$ cat config.mk
export PLATFORM = sky130hd
export DESIGN_NAME = compare_unit_pipe
export DESIGN_NICKNAME = d
export VERILOG_FILES = /design/src/rtl/compare_unit_pipe.sv
export SDC_FILE = /design/constraint.sdc
export NUM_CORES = 1
export LEC_CHECK = 0
export ABC_CLOCK_PERIOD_IN_PS = 2300
export BUFFER_PORTS_ARGS = -buffer_cell sky130_fd_sc_hd__buf_2
export CAP_MARGIN = 20
export CELL_PAD_IN_SITES_DETAIL_PLACEMENT = 1
export CELL_PAD_IN_SITES_GLOBAL_PLACEMENT = 2
export CORE_ASPECT_RATIO = 2
export CORE_MARGIN = 2
export CORE_UTILIZATION = 27
export CTS_CLUSTER_DIAMETER = 200
export DETAILED_ROUTE_END_ITERATION = 16
export GPL_TIMING_DRIVEN = 1
export HOLD_SLACK_MARGIN = 0.06
export PLACE_DENSITY_LB_ADDON = 0.1
export SYNTH_ARGS = -nofsm -noshare
export SYNTH_HDL_FRONTEND = slang
export SYNTH_SLANG_ARGS = --single-unit
$ cat constraint.sdc
create_clock -name clock -period 2.3 [get_ports clock]
set_clock_uncertainty 0.05 [all_clocks]
set_input_delay 0.23 -clock clock [delete_from_list [all_inputs] [get_ports clock]]
set_output_delay 0.23 -clock clock [all_outputs]
set_load 0.005 [all_outputs]
$ cat src/rtl/compare_unit_pipe.sv
// Pipelined datapath comparator: evaluates a signed/unsigned compare at acceptance,
// queues {result, bad_op, tag} in a 2-entry FIFO and counts delivered true results.

module compare_core #(
    parameter int WIDTH = 32
) (
    input  logic [WIDTH-1:0] a,
    input  logic [WIDTH-1:0] b,
    input  logic [3:0]       op,
    output logic             res,
    output logic             bad
);
    logic [WIDTH-1:0] ax, bx;
    logic             eq, lt, gt;

    // Flipping the sign bit maps two's complement order onto unsigned order.
    assign ax = {a[WIDTH-1] ^ op[3], a[WIDTH-2:0]};
    assign bx = {b[WIDTH-1] ^ op[3], b[WIDTH-2:0]};
    assign eq = (a == b);
    assign lt = (ax < bx);
    assign gt = !lt && !eq;

    always_comb begin
        res = 1'b0;
        bad = 1'b0;
        case (op[2:0])
            3'b000:  res = eq;
            3'b001:  res = !lt;
            3'b010:  res = !gt;
            3'b011:  res = gt;
            3'b100:  res = lt;
            3'b101:  res = !eq;
            default: bad = 1'b1;
        endcase
    end
endmodule

module compare_unit_pipe #(
    parameter int WIDTH   = 32,
    parameter int TAG_W   = 4,
    parameter int COUNT_W = 16
) (
    input  logic               clock,
    input  logic               reset,
    input  logic               in_valid,
    output logic               in_ready,
    input  logic [WIDTH-1:0]   in_a,
    input  logic [WIDTH-1:0]   in_b,
    input  logic [3:0]         in_op,
    input  logic [TAG_W-1:0]   in_tag,
    output logic               out_valid,
    input  logic               out_ready,
    output logic               out_compout,
    output logic               out_bad_op,
    output logic [TAG_W-1:0]   out_tag,
    input  logic               clear_count,
    output logic [COUNT_W-1:0] true_count
);
    typedef struct packed {
        logic             res;
        logic             bad;
        logic [TAG_W-1:0] tag;
    } entry_t;

    entry_t     mem [2];
    entry_t     new_ent, head;
    logic       wr_ptr, rd_ptr;
    logic [1:0] occ;
    logic       push, pop;
    logic       cmp_res, cmp_bad;

    compare_core #(.WIDTH(WIDTH)) u_core (
        .a   (in_a),
        .b   (in_b),
        .op  (in_op),
        .res (cmp_res),
        .bad (cmp_bad)
    );

    assign new_ent = '{res: cmp_res, bad: cmp_bad, tag: in_tag};

    // Ready depends only on occupancy, so there is no path from out_ready.
    assign in_ready  = (occ != 2'd2);
    assign out_valid = (occ != 2'd0);
    assign push      = in_valid && in_ready;
    assign pop       = out_valid && out_ready;
    assign head      = out_valid ? mem[rd_ptr] : '0;

    assign out_compout = head.res;
    assign out_bad_op  = head.bad;
    assign out_tag     = head.tag;

    always_ff @(posedge clock) begin
        if (reset) begin
            occ    <= 2'd0;
            wr_ptr <= 1'b0;
            rd_ptr <= 1'b0;
            mem[0] <= '0;
            mem[1] <= '0;
        end else begin
            if (push) begin
                mem[wr_ptr] <= new_ent;
                wr_ptr      <= !wr_ptr;
            end
            if (pop)
                rd_ptr <= !rd_ptr;
            case ({push, pop})
                2'b10:   occ <= occ + 2'd1;
                2'b01:   occ <= occ - 2'd1;
                default: occ <= occ;
            endcase
        end
    end

    // Clear takes priority over a same-cycle increment.
    always_ff @(posedge clock) begin
        if (reset || clear_count)
            true_count <= '0;
        else if (pop && head.res && (true_count != {COUNT_W{1'b1}}))
            true_count <= true_count + 1'b1;
    end
endmodule

==> results.md <==
* Status: complete, no violations
* Crit-path cells: and4_4, nand4_2, o41a_4, nand4_1, nor4_1, xnor2_1, nor2_1
* Drt first pass iters at 4
* First-pass GRT wire length at ~12000 um
* Gr usage total at 0.146
* Peak supply drop at approximately 270 uV
* Yosys reg bits at 33
* GPL Wtd Cong at ~0.78
* Synth Area in XOR/XNOR at 0.0640
* Pint at between 1 and 1.5 mW
* Adder-Cell Fraction of Synth Area at 0.168
* Vias in the first global route at between 2000 and 3000
* Reg power frac at 0.374
* Compound-Gate Fraction of Synth Area at 0.110
* Top Usage Layer GRT: met2
* Nets@finish at 515
* Top Family by Delay on Critical Path: simple AND/OR/NAND/NOR gates
* Die height at approximately 140 um
* # clock sinks at 33
* Worst Tran Pin Value at 0.739 ns
* Ys Warns at 0
* Vias per inst at between 4 and 5
* CP required at 2.40 ns
* Count of different cell masters after synthesis at 43
* Starting Density at 0.275
* Total leakage power at 1.64 nW
* Routed WL per cell at 13.6 um
* Ant. Diodes at 0
* Number of setup buffers added after CTS at 0
* Final ANT Viol Nets at 0
* Met1 Usage GRT at 0.120
* Logic gate share of total power at 0.303
* Number of vias after detailed routing at approximately 2500
* Clock transition at path regs at approximately 0.050 ns
* Final worst-path cycle share at 0.910
* WS Path Type: flop to flop
* Max Cap Violations at 0
* CP max stage delay at about 0.52 ns
* CP startpoint kind: flop
* Synth Flop Type: dfxtp_1
* Row count at between 40 and 50
* Final Core Density at 0.365
* CP Max Fanout at 8
* Clock root buffer: clkbuf_16
* Core area at a little under 9000 um^2
* Clock Path Buffers at 2
* Post-synthesis async set-or-reset flop share at 0
* Minimum hold slack at 0.201 ns
* EDFF count, synth at 12
* Switching share of total power at 0.311
* Slowest library cell on the worst path: o41a_4
* M2 GR Usage at 0.318
* Sequential fraction of the synthesis area at 0.317
* Gate Count Post-Synth at around 300
* CTS buffer count at 5
* Largest family of logic cells by synthesized area: simple AND/OR/NAND/NOR gates
* Non-Filler Instances at a little over 500
* Drt total wl at just under 7000 um
* Remaining Overflow, GRT at 0
* Largest net degree at the start of global routing at 17
* Post-route minimum period at 2.09 ns
* Multiplexer share of the synthesized area at 0.0284
* First-iteration detailed-routing DRC count at 56
* Post-Place Cells at 500
* Final Hold Viols at 0
* Max Fclk at about 0.48 GHz
* RSZ-0062 raised after global routing: no
* M3 GR Usage at 0.0124
* Io pins at ~100
* Die X-Extent at between 70 and 80 um
* Setup crit end kind: flop
* DRC at 0
* P per Cell Area at 599 nW/um^2
* Clock Latency Late Sink at 0.28 ns
* Area Growth Syn to Fin at 32.6%
* Arr. time, crit path at 2.19 ns
* H-Tree Depth at 2
* Max-slew headroom at 0.504
* PortBufs at 100
* Clock power frac at 0.324
* Post-synthesis simple-gate area fraction at 0.243
* Pins Over Slew Limit at 0
* Die area at 9950 um^2
* Hold buffer count at CTS at 0
* CTS tree: built
* Mapped Nets at 405
* Syn_area_per_cell at between 8 and 9 um^2
* Initial antenna violation count at 0
* Post-CTS sizing at 0
* Final setup vio count at 0
* Layout cells sized above 1 at 0.298
* Worst Hold Class: input port to flop
* Worst path bufs/invs at 0
* Mapped Area at 2460 um^2
* DP HPWL at 6100 um
* Sw power at a little over 0.6 mW
==> cells in the final DEF (no fill, tap or decap), types with 2 or more instances in the layout <==
cell	synthesis	final
nor3_1	5	5
and3_1	5	5
nand2_1	15	15
dfxtp_1	21	21
and2_1	7	7
o211ai_1	3	3
a21oi_1	16	16
a31oi_1	2	2
xor2_1	10	10
nor3b_1	2	2
a21o_1	3	3
clkbuf_16	0	5
or3_1	5	5
nor4_1	3	3
ha_1	33	33
nand2b_1	4	4
nor2_1	40	40
buf_2	1	100
nand4_1	8	8
xnor2_1	8	8
clkinv_1	1	3
or4_1	2	2
mux2i_1	7	7
o21ai_1	7	7
edfxtp_1	12	12
buf_4	0	9
o21ai_0	6	6
inv_1	36	36
a211oi_1	3	3
nand3_1	12	12
==> power groups by stage <==
stage / Sequential (mW) / Combinational (mW) / Clock, mW
2_1_floorplan: 0.721 / 0.387 / 0
3_3_place_gp: 0.744 / 0.597 / 0
3_5_place_dp: 0.746 / 0.611 / 0
4_1_cts: 0.735 / 0.614 / 0.653
5_1_grt: 0.743 / 0.684 / 0.683
6_report: 0.731 / 0.592 / 0.633
==> cell type report <==
cell class,count,area [um^2]
inverters,38,143
flip-flops and latches,33,781
fillers,1125,5690
multi-input cells,218,1510
repair buffers,109,568
clock inverters,3,12.5
clock buffers,5,125
well taps,102,128
==> synth_stat cells (2+ instances only) <==
cell type | number | share of area
a211oi_1 | 3 | 0.0091
a21o_1 | 3 | 0.0091
a21oi_1 | 16 | 0.033
a31oi_1 | 2 | 0.0051
and2_1 | 7 | 0.018
and3_1 | 5 | 0.013
clkbuf_1 | 4 | 0.0061
dfxtp_1 | 21 | 0.17
edfxtp_1 | 12 | 0.15
ha_1 | 33 | 0.17
inv_1 | 36 | 0.055
mux2i_1 | 7 | 0.028
nand2_1 | 15 | 0.023
nand2b_1 | 4 | 0.010
nand3_1 | 12 | 0.024
nand4_1 | 8 | 0.020
nor2_1 | 40 | 0.061
nor3_1 | 5 | 0.010
nor3b_1 | 2 | 0.0061
nor4_1 | 3 | 0.0076
o211ai_1 | 3 | 0.0091
o21ai_0 | 6 | 0.012
o21ai_1 | 7 | 0.014
or3_1 | 5 | 0.013
or4_1 | 2 | 0.0061
xnor2_1 | 8 | 0.028
xor2_1 | 10 | 0.036
==> metal layers <==
layer  share of wire  vias to the layer above
li1                -                     1241
met1            0.30                     1193
met2            0.65                       58
met3           0.032                        9
met4           0.018                        0
met5               0                        -
==> worst paths after layout <==
check / startpoint / endpoint / slack, ns / cells past startpoint
worst max-delay path: true_count[9] / true_count[15] / 0.21 / 7
worst min-delay path: in_tag[1] / mem[0][1] / 0.20 / 2
worst max register to register: true_count[9] / true_count[15] / 0.21 / 7
worst min register to register: rd_ptr / rd_ptr / 0.45 / 2
==> flip-flops by register name (all words and copies together), names as in the netlist, named ones only <==
register and count:
mem 12, wr_ptr 1, rd_ptr 1, occ 2, true_count 16
==> cell families after synthesis <==
| group | after synthesis |
|---|---|
| simple gates | 116 |
| fa+ha+maj | 33 |
| flops | 33 |
| mux | 7 |
| buf+inv | 44 |
| xor+xnor | 18 |
| compound gates | 44 |
==> stage by stage <==
step / total power, mW / instance area (um^2) / setup TNS [ns] / worst slack (ns)
floorplan: 1.11 / 2460 / 0 / 0.191
global placement: 1.34 / 3130 / 0 / 0.0611
detailed placement: 1.36 / 3130 / -0.106 / -0.0613
CTS: 2.00 / 3270 / 0 / 0.159
global route: 2.11 / 3270 / 0 / 0.0439
finish: 1.96 / 3270 / 0 / 0.206
Power figures use the tool's default switching activity.
